--- config.mk ---
export PLATFORM = sky130hd
export DESIGN_NAME = pht_update_unit
export DESIGN_NICKNAME = d
export VERILOG_FILES = /design/src/rtl/pht_update_unit.sv
export SDC_FILE = /design/constraint.sdc
export NUM_CORES = 1
export LEC_CHECK = 0
export ABC_CLOCK_PERIOD_IN_PS = 4700
export CAP_MARGIN = 40
export CELL_PAD_IN_SITES_DETAIL_PLACEMENT = 1
export CELL_PAD_IN_SITES_GLOBAL_PLACEMENT = 1
export CORE_ASPECT_RATIO = 1.5
export CORE_MARGIN = 4
export CORE_UTILIZATION = 45
export CTS_BUF_LIST = sky130_fd_sc_hd__clkbuf_16
export CTS_CLUSTER_DIAMETER = 50
export DETAILED_ROUTE_END_ITERATION = 8
export PLACE_DENSITY_LB_ADDON = 0.1
export SYNTH_ARGS = -nofsm -noshare
export SYNTH_HDL_FRONTEND = slang
export SYNTH_SLANG_ARGS = --single-unit
--- constraint.sdc ---
create_clock -name clk -period 4.7 [get_ports clk]
set_input_delay 0.47 -clock clk [delete_from_list [all_inputs] [get_ports clk]]
set_output_delay 0.47 -clock clk [all_outputs]
set_load 0.02 [all_outputs]
--- src/rtl/pht_update_unit.sv ---
// pht_update_unit: write side of the per-address-history branch predictor.
// Turns resolved conditional branches into saturated PHT counter updates,
// queues them, drains them onto two banked PHT write ports without bank
// conflicts, emits history repair writes on mispredicts, and sweeps the
// whole PHT to weakly-taken after reset or on request.
module pht_update_unit #(
    parameter int ISSUE_WIDTH   = 2,
    parameter int ADDR_WIDTH    = 32,
    parameter int INSN_SHIFT    = 2,
    parameter int HIST_BITS     = 4,
    parameter int PC_IDX_BITS   = 6,
    parameter int HIST_IDX_BITS = 6,
    parameter int CTR_WIDTH     = 2,
    parameter int BANK_BITS     = 1,
    parameter int FIFO_DEPTH    = 8,
    localparam int IDX_W        = HIST_BITS + PC_IDX_BITS
) (
    input  logic                              clk,
    input  logic                              rst,
    input  logic                              init_start,
    input  logic [ISSUE_WIDTH-1:0]            in_valid,
    input  logic [ISSUE_WIDTH-1:0]            in_cond,
    input  logic [ISSUE_WIDTH*ADDR_WIDTH-1:0] in_addr,
    input  logic [ISSUE_WIDTH*CTR_WIDTH-1:0]  in_prev_ctr,
    input  logic [ISSUE_WIDTH*HIST_BITS-1:0]  in_prev_hist,
    input  logic [ISSUE_WIDTH-1:0]            in_taken,
    input  logic [ISSUE_WIDTH-1:0]            in_mispred,
    output logic                              in_ready,
    output logic [1:0]                        pht_we,
    output logic [2*IDX_W-1:0]                pht_wa,
    output logic [2*CTR_WIDTH-1:0]            pht_wv,
    output logic                              repair_valid,
    output logic [HIST_IDX_BITS-1:0]          repair_idx,
    output logic [HIST_BITS-1:0]              repair_hist,
    output logic                              init_busy,
    output logic                              overflow
);

    localparam int PTR_W = $clog2(FIFO_DEPTH);
    localparam int CNT_W = PTR_W + 1;
    localparam logic [CTR_WIDTH-1:0] CTR_MAX  = {CTR_WIDTH{1'b1}};
    localparam logic [CTR_WIDTH-1:0] CTR_INIT = CTR_WIDTH'(1 << (CTR_WIDTH - 1));
    localparam logic [CNT_W-1:0] READY_LIMIT  = CNT_W'(FIFO_DEPTH - ISSUE_WIDTH);

    typedef enum logic {
        ST_INIT,
        ST_RUN
    } state_t;

    state_t state;
    logic [IDX_W-1:0] sweep;

    // Update queue storage and pointers
    logic [IDX_W-1:0]     q_idx [FIFO_DEPTH];
    logic [CTR_WIDTH-1:0] q_val [FIFO_DEPTH];
    logic [PTR_W-1:0]     head;
    logic [PTR_W-1:0]     tail;
    logic [CNT_W-1:0]     count;

    // Per-lane decoded fields
    logic [HIST_BITS-1:0]     lane_hist [ISSUE_WIDTH];
    logic [CTR_WIDTH-1:0]     lane_ctr  [ISSUE_WIDTH];
    logic [IDX_W-1:0]         lane_idx  [ISSUE_WIDTH];
    logic [CTR_WIDTH-1:0]     lane_val  [ISSUE_WIDTH];
    logic [HIST_IDX_BITS-1:0] lane_ridx [ISSUE_WIDTH];
    logic [ISSUE_WIDTH-1:0]   lane_push;
    logic [PTR_W-1:0]         slot      [ISSUE_WIDTH];
    logic [CNT_W-1:0]         push_cnt;
    logic                     drop_any;

    // Drain selection
    logic [PTR_W-1:0]     head_p1;
    logic                 pop0;
    logic                 pop1;
    logic [CNT_W-1:0]     pop_cnt;
    logic [CNT_W-1:0]     count_next;
    logic                 ready_next;
    logic [IDX_W-1:0]     wa0_next;
    logic [IDX_W-1:0]     wa1_next;
    logic [CTR_WIDTH-1:0] wv0_next;
    logic [CTR_WIDTH-1:0] wv1_next;

    // Repair selection
    logic                     rep_any;
    logic [HIST_IDX_BITS-1:0] rep_idx;
    logic [HIST_BITS-1:0]     rep_hist;

    // Only a few address bits form indices; the rest are intentionally ignored.
    logic unused_addr_bits;
    assign unused_addr_bits = ^in_addr;

    // Decode each lane into its PHT index and saturated counter update, and
    // compact the conditional lanes into consecutive queue slots in lane order.
    always_comb begin
        push_cnt = '0;
        drop_any = 1'b0;
        for (int i = 0; i < ISSUE_WIDTH; i++) begin
            lane_hist[i] = in_prev_hist[i*HIST_BITS +: HIST_BITS];
            lane_ctr[i]  = in_prev_ctr[i*CTR_WIDTH +: CTR_WIDTH];
            lane_idx[i]  = {lane_hist[i], in_addr[i*ADDR_WIDTH + INSN_SHIFT +: PC_IDX_BITS]};
            lane_ridx[i] = in_addr[i*ADDR_WIDTH + INSN_SHIFT +: HIST_IDX_BITS];
            if (in_taken[i]) begin
                lane_val[i] = (lane_ctr[i] == CTR_MAX) ? CTR_MAX : lane_ctr[i] + CTR_WIDTH'(1);
            end else begin
                lane_val[i] = (lane_ctr[i] == '0) ? '0 : lane_ctr[i] - CTR_WIDTH'(1);
            end
            lane_push[i] = in_valid[i] & in_cond[i] & (state == ST_RUN) & in_ready & ~init_start;
            if (in_valid[i] && in_cond[i] && (state == ST_RUN) && !in_ready && !init_start) begin
                drop_any = 1'b1;
            end
            slot[i] = tail + push_cnt[PTR_W-1:0];
            if (lane_push[i]) begin
                push_cnt = push_cnt + CNT_W'(1);
            end
        end
    end

    // Pop the head every RUN cycle; the next entry rides along on port 1
    // only when it targets the other bank, so write order is preserved.
    always_comb begin
        head_p1    = head + PTR_W'(1);
        pop0       = (state == ST_RUN) && (count != '0);
        pop1       = pop0 && (count >= CNT_W'(2)) &&
                     (q_idx[head][BANK_BITS-1:0] != q_idx[head_p1][BANK_BITS-1:0]);
        pop_cnt    = CNT_W'(pop0) + CNT_W'(pop1);
        count_next = count + push_cnt - pop_cnt;
        ready_next = (count_next <= READY_LIMIT);
        wa0_next   = pop0 ? q_idx[head]    : '0;
        wv0_next   = pop0 ? q_val[head]    : '0;
        wa1_next   = pop1 ? q_idx[head_p1] : '0;
        wv1_next   = pop1 ? q_val[head_p1] : '0;
    end

    // Pick the lowest mispredicting conditional lane for the history repair.
    always_comb begin
        rep_any  = 1'b0;
        rep_idx  = '0;
        rep_hist = '0;
        for (int i = ISSUE_WIDTH - 1; i >= 0; i--) begin
            if (in_valid[i] && in_cond[i] && in_mispred[i] && (state == ST_RUN)) begin
                rep_any  = 1'b1;
                rep_idx  = lane_ridx[i];
                rep_hist = {lane_hist[i][HIST_BITS-2:0], in_taken[i]};
            end
        end
    end

    // Queue payload storage; occupancy is tracked separately so it needs no reset.
    always_ff @(posedge clk) begin
        for (int i = 0; i < ISSUE_WIDTH; i++) begin
            if (lane_push[i]) begin
                q_idx[slot[i]] <= lane_idx[i];
                q_val[slot[i]] <= lane_val[i];
            end
        end
    end

    // Control FSM: init sweep, queue pointers and all registered outputs.
    always_ff @(posedge clk or posedge rst) begin
        if (rst) begin
            state        <= ST_INIT;
            sweep        <= '0;
            head         <= '0;
            tail         <= '0;
            count        <= '0;
            in_ready     <= 1'b0;
            pht_we       <= '0;
            pht_wa       <= '0;
            pht_wv       <= '0;
            repair_valid <= 1'b0;
            repair_idx   <= '0;
            repair_hist  <= '0;
            init_busy    <= 1'b0;
            overflow     <= 1'b0;
        end else if (init_start) begin
            state        <= ST_INIT;
            sweep        <= '0;
            head         <= '0;
            tail         <= '0;
            count        <= '0;
            in_ready     <= 1'b0;
            pht_we       <= '0;
            pht_wa       <= '0;
            pht_wv       <= '0;
            repair_valid <= 1'b0;
            repair_idx   <= '0;
            repair_hist  <= '0;
            init_busy    <= 1'b1;
        end else begin
            case (state)
                ST_INIT: begin
                    pht_we       <= 2'b01;
                    pht_wa       <= {{IDX_W{1'b0}}, sweep};
                    pht_wv       <= {{CTR_WIDTH{1'b0}}, CTR_INIT};
                    repair_valid <= 1'b0;
                    repair_idx   <= '0;
                    repair_hist  <= '0;
                    init_busy    <= 1'b1;
                    in_ready     <= 1'b0;
                    sweep        <= sweep + IDX_W'(1);
                    if (sweep == {IDX_W{1'b1}}) begin
                        state <= ST_RUN;
                    end
                end
                default: begin
                    init_busy    <= 1'b0;
                    head         <= head + pop_cnt[PTR_W-1:0];
                    tail         <= tail + push_cnt[PTR_W-1:0];
                    count        <= count_next;
                    in_ready     <= ready_next;
                    pht_we       <= {pop1, pop0};
                    pht_wa       <= {wa1_next, wa0_next};
                    pht_wv       <= {wv1_next, wv0_next};
                    repair_valid <= rep_any;
                    repair_idx   <= rep_idx;
                    repair_hist  <= rep_hist;
                    if (drop_any) begin
                        overflow <= 1'b1;
                    end
                end
            endcase
        end
    end

endmodule
==> reports/metrics.yaml, run 1 <==
run_status:
  status: "complete, no violations"
global_routing:
  grtUsageTotal_pct: 22.66
  grt_max_degree: 49
  grt-ovfl-total: 0
  grt_pass1_vias: 5804
  grt_pass1_wl_mm: 35.39
  antenna_found_initial: 0
sta:
  grt_setup_unrepaired: "no"
  finClkSkew_ps: 10.34
  fmax_mhz: 264.2
  slew_headroom_pct: 40.36
  slew_violations: 0
  finalHoldViolCount: 0
  worst_pin_slew_ps: 892.4
  tns_ps: 0
  fin_crit_sh_pct: 80.54
  setup_viol: 0
  finalCriticalPeriod_ps: 3786
layout:
  fin_cells: 926
  nets: 765
  diodes: 0
  drive_gt1_share_pct: 19.29
  multi_input_area_um2: 3785
  area_growth_syn_to_layout_pct: 20.31
  final_cell_mix: "edfxtp_1 (96), mux2_1 (76), clkdlybuf4s50_1 (74)"
  final_common_cell: "edfxtp_1"
  fill_cells: 1836
  seq_area_um2: 4410
logic_synthesis:
  synth_nets: 683
  syn_avg_cell_area_um2: 14.56
  ys.flop_type: "edfxtp_1"
  synth_top_cell_area_share_pct: 34.20
  yosysUniqueCellTypes: 50
  yosysTopAreaCell: "edfxtp_1"
  ys_ff_latch: 157
  netlist_instances: 579
  synthArstFlopShare_pct: 38.85
  synthTopCellsByArea: "edfxtp_1 (34%), dfrtp_1 (18%), mux4_2 (11%)"
  synth_edf_count: 96
  syn_area_um2: 8428
  ys_seq_area_share_pct: 52.32
  yosysWarnings: 0
critical_path:
  reg2reg_slack_ps: 910
  crit_type: "reg2reg"
  critPathArrivalTime_ps: 4130
  critPathMaxStageDelay_ps: 630
  end_kind: "flip-flop"
  cpMaxStageDelayCell: "buf_4"
  start_kind: "flip-flop"
  cp.required_ps: 5040
  reg2reg_depth: 13
  crit_top_cell: "ha_1"
  crit_buf_inv: 2
  path_max_fanout: 48
  reg2reg_to: "in_ready"
  crit_chain: "buf_4 -> mux4_1 -> mux2i_4 -> xor2_2 -> nor2_2 -> ha_1 -> fa_1 -> inv_1 -> ha_1 -> a21o_1 -> a21oi_1 -> xnor2_1 -> nor3b_1"
  reg2reg_from: "head[0]"
  critPathTopFamily: "adder cells"
power_and_ir_drop:
  power.density_nw_per_um2: 293.4
  total_power_mw: 2.975
  p_leak_nw: 3.652
  ir_worst_vdd_v: 0.0002347
clock_tree:
  clock_latency_ps: 430
  h-tree-depth: 4
  cts_buffer_depth: 2
  cts_tree: "built"
  clock-sinks: 157
  cts_root_buffer: "clkbuf_16"
  clkTransAtPathRegs_ps: 70
  cts_setup_buffers: 0
  cts_resized: 0
  numCtsBuffers: 17
  ctsHoldBuffers: 0
floorplanning:
  die_w_um: 119.7
  initial_utilization_pct: 45.63
  fp-row-count: 61
  ios: 127
  design.die.area_um2: 21030
  die_h_um: 175.6
  core_um2: 18470
drt:
  vias: 5296
  drt_iter0_drc: 278
  detail-route-antenna-nets: 0
  post_drt_wl_per_cell_um: 24.38
  post-route-drc-count: 0
  drtPass1Iterations: 5
  wl_mm: 22.58
  routed_via_density: 5.719
place:
  gp_congestion: 0.8178
  port_buffers: 74
  dp.cells: 894
  dpl.hpwl_mm: 15.81
min_path:
  hold_path_class: "in2async"
job:
  cap_violations: 0
-- cell type report --
class | count | area share (%)
inverter | 16 | 0.5923
clock inverter | 13 | 1.098
timing repair buffer | 101 | 9.687
multi-input combinational | 368 | 37.33
clock buffer | 19 | 4.689
tap | 252 | 3.110
sequential | 157 | 43.50
-- flip-flops by register name, indices dropped and copies added (netlist names) --
signal and flops:
q_idx 80, pht_wa 20, q_val 16, sweep 10, repair_idx 6, count 4
pht_wv 4, repair_hist 4, head 3, tail 3, pht_we 2, in_ready 1
init_busy 1, overflow 1, repair_valid 1, state 1
-- cell families (layout without fill, tap and decap cells) --
| family | Yosys count | after routing | synth area share, % |
|---|---|---|---|
| adders and majority gates | 19 | 19 | 3.118 |
| DFF | 157 | 157 | 52.32 |
| buffers and inverters | 54 | 149 | 3.103 |
| and+or+nand+nor | 115 | 115 | 6.903 |
| muxes | 174 | 174 | 29.53 |
| AOI/OAI and AO/OA | 45 | 45 | 3.296 |
| xor gates and xnor gates | 15 | 15 | 1.737 |
-- worst register-to-register path, cell delays in order (launching register included) --
cell and delay (ps):
dfrtp_2 410, buf_4 630, mux4_1 450, mux2i_4 210, xor2_2 180, nor2_2 60, ha_1 220, fa_1 510
inv_1 70, ha_1 290, a21o_1 160, a21oi_1 170, xnor2_1 160, nor3b_1 190
-- worst max path at each step --
| stage | start | endpoint | slack [ps] | depth (start not counted) |
|---|---|---|---|---|
| 2_1_floorplan | head[0] | in_ready | 880 | 15 |
| 3_3_place_gp | head[0] | in_ready | 870 | 13 |
| 3_5_place_dp | head[0] | in_ready | 850 | 13 |
| 4_1_cts | head[0] | in_ready | 820 | 13 |
| 5_1_grt | head[0] | in_ready | 660 | 13 |
| 6_report | head[0] | in_ready | 910 | 13 |
-- where the power goes --
part | total, mW | internal (mW) | leakage (nW) | switching (mW)
registers | 1.48 | 1.47 | 1.70 | 0.00399
logic | 0.132 | 0.0635 | 1.66 | 0.0688
clock network | 1.37 | 0.792 | 0.294 | 0.574
total | 2.97 | 2.33 | 3.65 | 0.647
-- through the flow --
step                setup slack [ps]  hold slack, ps  utilization (%)  cell area (µm²)
floorplan                      875.2           455.6                -             8428
global placement               874.0           454.1            51.31             9477
detailed placement             845.1           472.5            51.72             9553
CTS                            817.2           383.8            54.90            10140
global route                   657.8           408.1            54.90            10140
finish                         914.5           382.5            54.90            10140
-- per-layer routing --
layer	part of all wire [%]	global-route usage, %
met1	39	27.19
met2	55	41.56
met3	4.4	4.091
met4	1.4	6.402
met5	0	0
-- synthesized netlist by cell type, types with 3 or more instances --
cell type and count:
xnor2_1 7, mux2_1 76, dfrtp_1 61, o21bai_1 4
and3_1 4, edfxtp_1 96, mux4_2 42, o21ai_1 10
a22oi_1 4, mux2i_1 36, a21oi_1 11, nand4_1 4
o21ai_0 3, buf_2 14, a211oi_1 3, nor2b_1 3
buf_1 5, ha_1 13, nor3_2 8, clkbuf_1 10
nand2_1 34, nor2_1 34, mux4_1 6, a21o_1 4
fa_1 4, nand2b_1 8, inv_1 16, buf_4 7
xor2_1 6, mux2_2 13, nor3_1 8
Note: power is estimated with default switching activity, not from simulation.
==> inputs of run 2 (changes only) <==
--- a/config.mk
+++ b/config.mk
@@ -5,7 +5,7 @@
 export SDC_FILE = /design/constraint.sdc
 export NUM_CORES = 1
 export LEC_CHECK = 0
-export ABC_CLOCK_PERIOD_IN_PS = 4700
+export ABC_CLOCK_PERIOD_IN_PS = 3500
 export CAP_MARGIN = 40
 export CELL_PAD_IN_SITES_DETAIL_PLACEMENT = 1
 export CELL_PAD_IN_SITES_GLOBAL_PLACEMENT = 1
==> constraint.sdc (replaced) <==
create_clock -name clk -period 3.5 [get_ports clk]
set_input_delay 0.35 -clock clk [delete_from_list [all_inputs] [get_ports clk]]
set_output_delay 0.35 -clock clk [all_outputs]
set_load 0.02 [all_outputs]
==> run 2 against run 1 <==
  * Cell count up 2.4%
  * Clock power up 36%
  * Worst setup slack got worse by 800 ps
  * Wire length is 4.7% higher
  * Power is 35% higher
  * Die area did not move
  * Global-route usage rose by 0.87 points
  * Worst hold slack got worse by 140 ps
  * Clock skew down 1.4 ps
  * Final area rose by 2.0%
  * Sequential power increased by 34%
  * Critical endpoint unchanged
==> reports/metrics.yaml, run 2 (synthesized netlist as in run 1, its figures left out) <==
run_status:
  status: "complete, no violations"
power_and_ir_drop:
  ir_worst_vdd_v: 0.0003241
  p_sw_share_pct: 22.69
  p_comb_share_pct: 4.4
  clkPwrFrac_pct: 46.3
  p_switching_mw: 0.9127
  power.density_nw_per_um2: 389.0
  internal_power_mw: 3.109
  seq_power_share_pct: 49.3
  total_power_mw: 4.022
  p_leak_nw: 3.754
critical_path:
  path_max_fanout: 4
  cp.required_ps: 3800
  crit_chain: "ha_4 -> mux4_2 -> mux2i_4 -> xor2_2 -> nor2_4 -> ha_4 -> ha_1 -> inv_1 -> ha_2 -> fa_2 -> nand2_1 -> nor2_2 -> nor3b_2"
  cpMaxStageDelayCell: "fa_2"
  critPathMaxStageDelay_ps: 580
  crit_top_cell: "ha_4"
  end_kind: "flip-flop"
  start_kind: "flip-flop"
  critPathArrivalTime_ps: 3680
  crit_type: "reg2reg"
clock_tree:
  numCtsBuffers: 17
  clock-sinks: 157
  cts_root_buffer: "clkbuf_16"
  clock_latency_ps: 440
  cts_tree: "built"
  ctsHoldBuffers: 0
  clkTransAtPathRegs_ps: 70
  h-tree-depth: 4
  cts_buffer_depth: 2
layout:
  nets: 787
  drive_gt1_share_pct: 23.85
  final_core_util_pct: 55.98
  fin_cells: 948
  area_growth_syn_to_layout_pct: 22.68
  final_cell_mix: "edfxtp_1 (96), mux2_1 (76), clkdlybuf4s50_1 (74)"
  final_common_cell: "edfxtp_1"
  diodes: 0
  fill_cells: 1827
  largest_reg_flops: 80
drt:
  post-route-drc-count: 0
  detail-route-antenna-nets: 0
  drtPass1Iterations: 4
  routed_via_density: 5.687
  drt_iter0_drc: 255
  post_drt_wl_per_cell_um: 24.94
  wl_mm: 23.64
  vias: 5391
floorplanning:
  core_um2: 18470
  die_h_um: 175.6
  ios: 127
  fp-row-count: 61
  die_w_um: 119.7
  design.die.area_um2: 21030
  initial_utilization_pct: 45.63
sta:
  setup_viol: 0
  finalCriticalPeriod_ps: 3385
  slew_violations: 0
  layout_setup_ws_ps: 115.1
  finClkSkew_ps: 8.892
  fin_crit_sh_pct: 96.71
  grt_setup_unrepaired: "yes"
  slew_headroom_pct: 45.95
  finalHoldViolCount: 0
  fmax_mhz: 295.4
  worst_pin_slew_ps: 805.9
place:
  dpl.hpwl_mm: 17.13
  port_buffers: 74
  dp.cells: 913
  dp_slack_ps: -104.9
  gp_congestion: 0.7922
global_routing:
  grt_max_degree: 46
  grt-ovfl-total: 0
  grtUsageTotal_pct: 23.54
  grt_pass1_vias: 5929
  antenna_found_initial: 0
  grt_pass1_wl_mm: 36.43
job:
  cap_violations: 0
min_path:
  hold_path_class: "in2async"
## run 2: cell count changes in the layout (fill, tap and decap cells not counted), moves of 2 or more
cell and delta:
ha_1 -4, buf_4 +24, mux4_1 -2, mux4_2 +2, ha_4 +3, o31ai_4 -2
inv_6 +2, buf_8 -3, o31ai_2 +2
## run 2: power groups by stage
| stage | Combinational (mW) | Sequential (mW) | Clock (mW) |
|---|---|---|---|
| final | 0.178 | 1.98 | 1.86 |
| after global routing | 0.198 | 1.98 | 1.97 |
| after global placement | 0.170 | 2.02 | 0 |
| after floorplan | 0.0767 | 2.02 | 0 |
| after detailed placement | 0.179 | 2.02 | 0 |
| after CTS | 0.181 | 1.98 | 1.88 |
## run 2: area by class of cell
class / instances / area (µm²) / area share (%)
Timing Repair Buffer: 123 / 1129 / 10.91
Sequential cell: 157 / 4410 / 42.65
Multi-Input combinational cell: 368 / 3831 / 37.05
Clock inverter: 12 / 93.84 / 0.9076
Tap cell: 252 / 315.3 / 3.049
Clock buffer: 20 / 500.5 / 4.840
Inverter: 16 / 60.06 / 0.5808
## run 2: through the flow
| step | hold slack [ps] | instance area [µm²] | setup TNS (ps) |
|---|---|---|---|
| detailed placement | 470.2 | 9686 | -166.4 |
| finish | 245.2 | 10340 | 0 |
| global placement | 456.2 | 9686 | -26.62 |
| global route | 289.6 | 10340 | -52.34 |
| floorplan | 455.6 | 8462 | -79.53 |
| CTS | 262.4 | 10300 | 0 |
## run 2: path summary, 6_finish.rpt
check,startpoint,to,slack (ps),cells past startpoint
min in group clk,overflow,overflow,480,1
min reg2reg,overflow,overflow,480,1
max,head[0],in_ready,120,13
max reg2reg,head[0],in_ready,120,13
min,rst,pht_wa[3],250,2
max in group asynchronous,rst,head[0],2230,3
## run 2: what timing repair did
item | 4_1_cts | 5_1_grt
buffers inserted | 0 | 3
pin swaps | 0 | 5
gates resized for setup | 3 | 5
endpoints found under the setup margin | 3 | 4
## run 2: per-layer routing
metal  routed length (µm)  track usage, %
met2                13290           44.10
met3                  957           4.607
met1                 8680           26.47
met4                  711           8.122
met5                    0               0
## run 2: critical path: cells and delay by family (launching register included)
family	cells	cell delay, ps
mux	2	720
fa+ha+maj	5	1560
xor+xnor	1	230
buf+inv	1	40
flops	1	430
simple gates	4	270
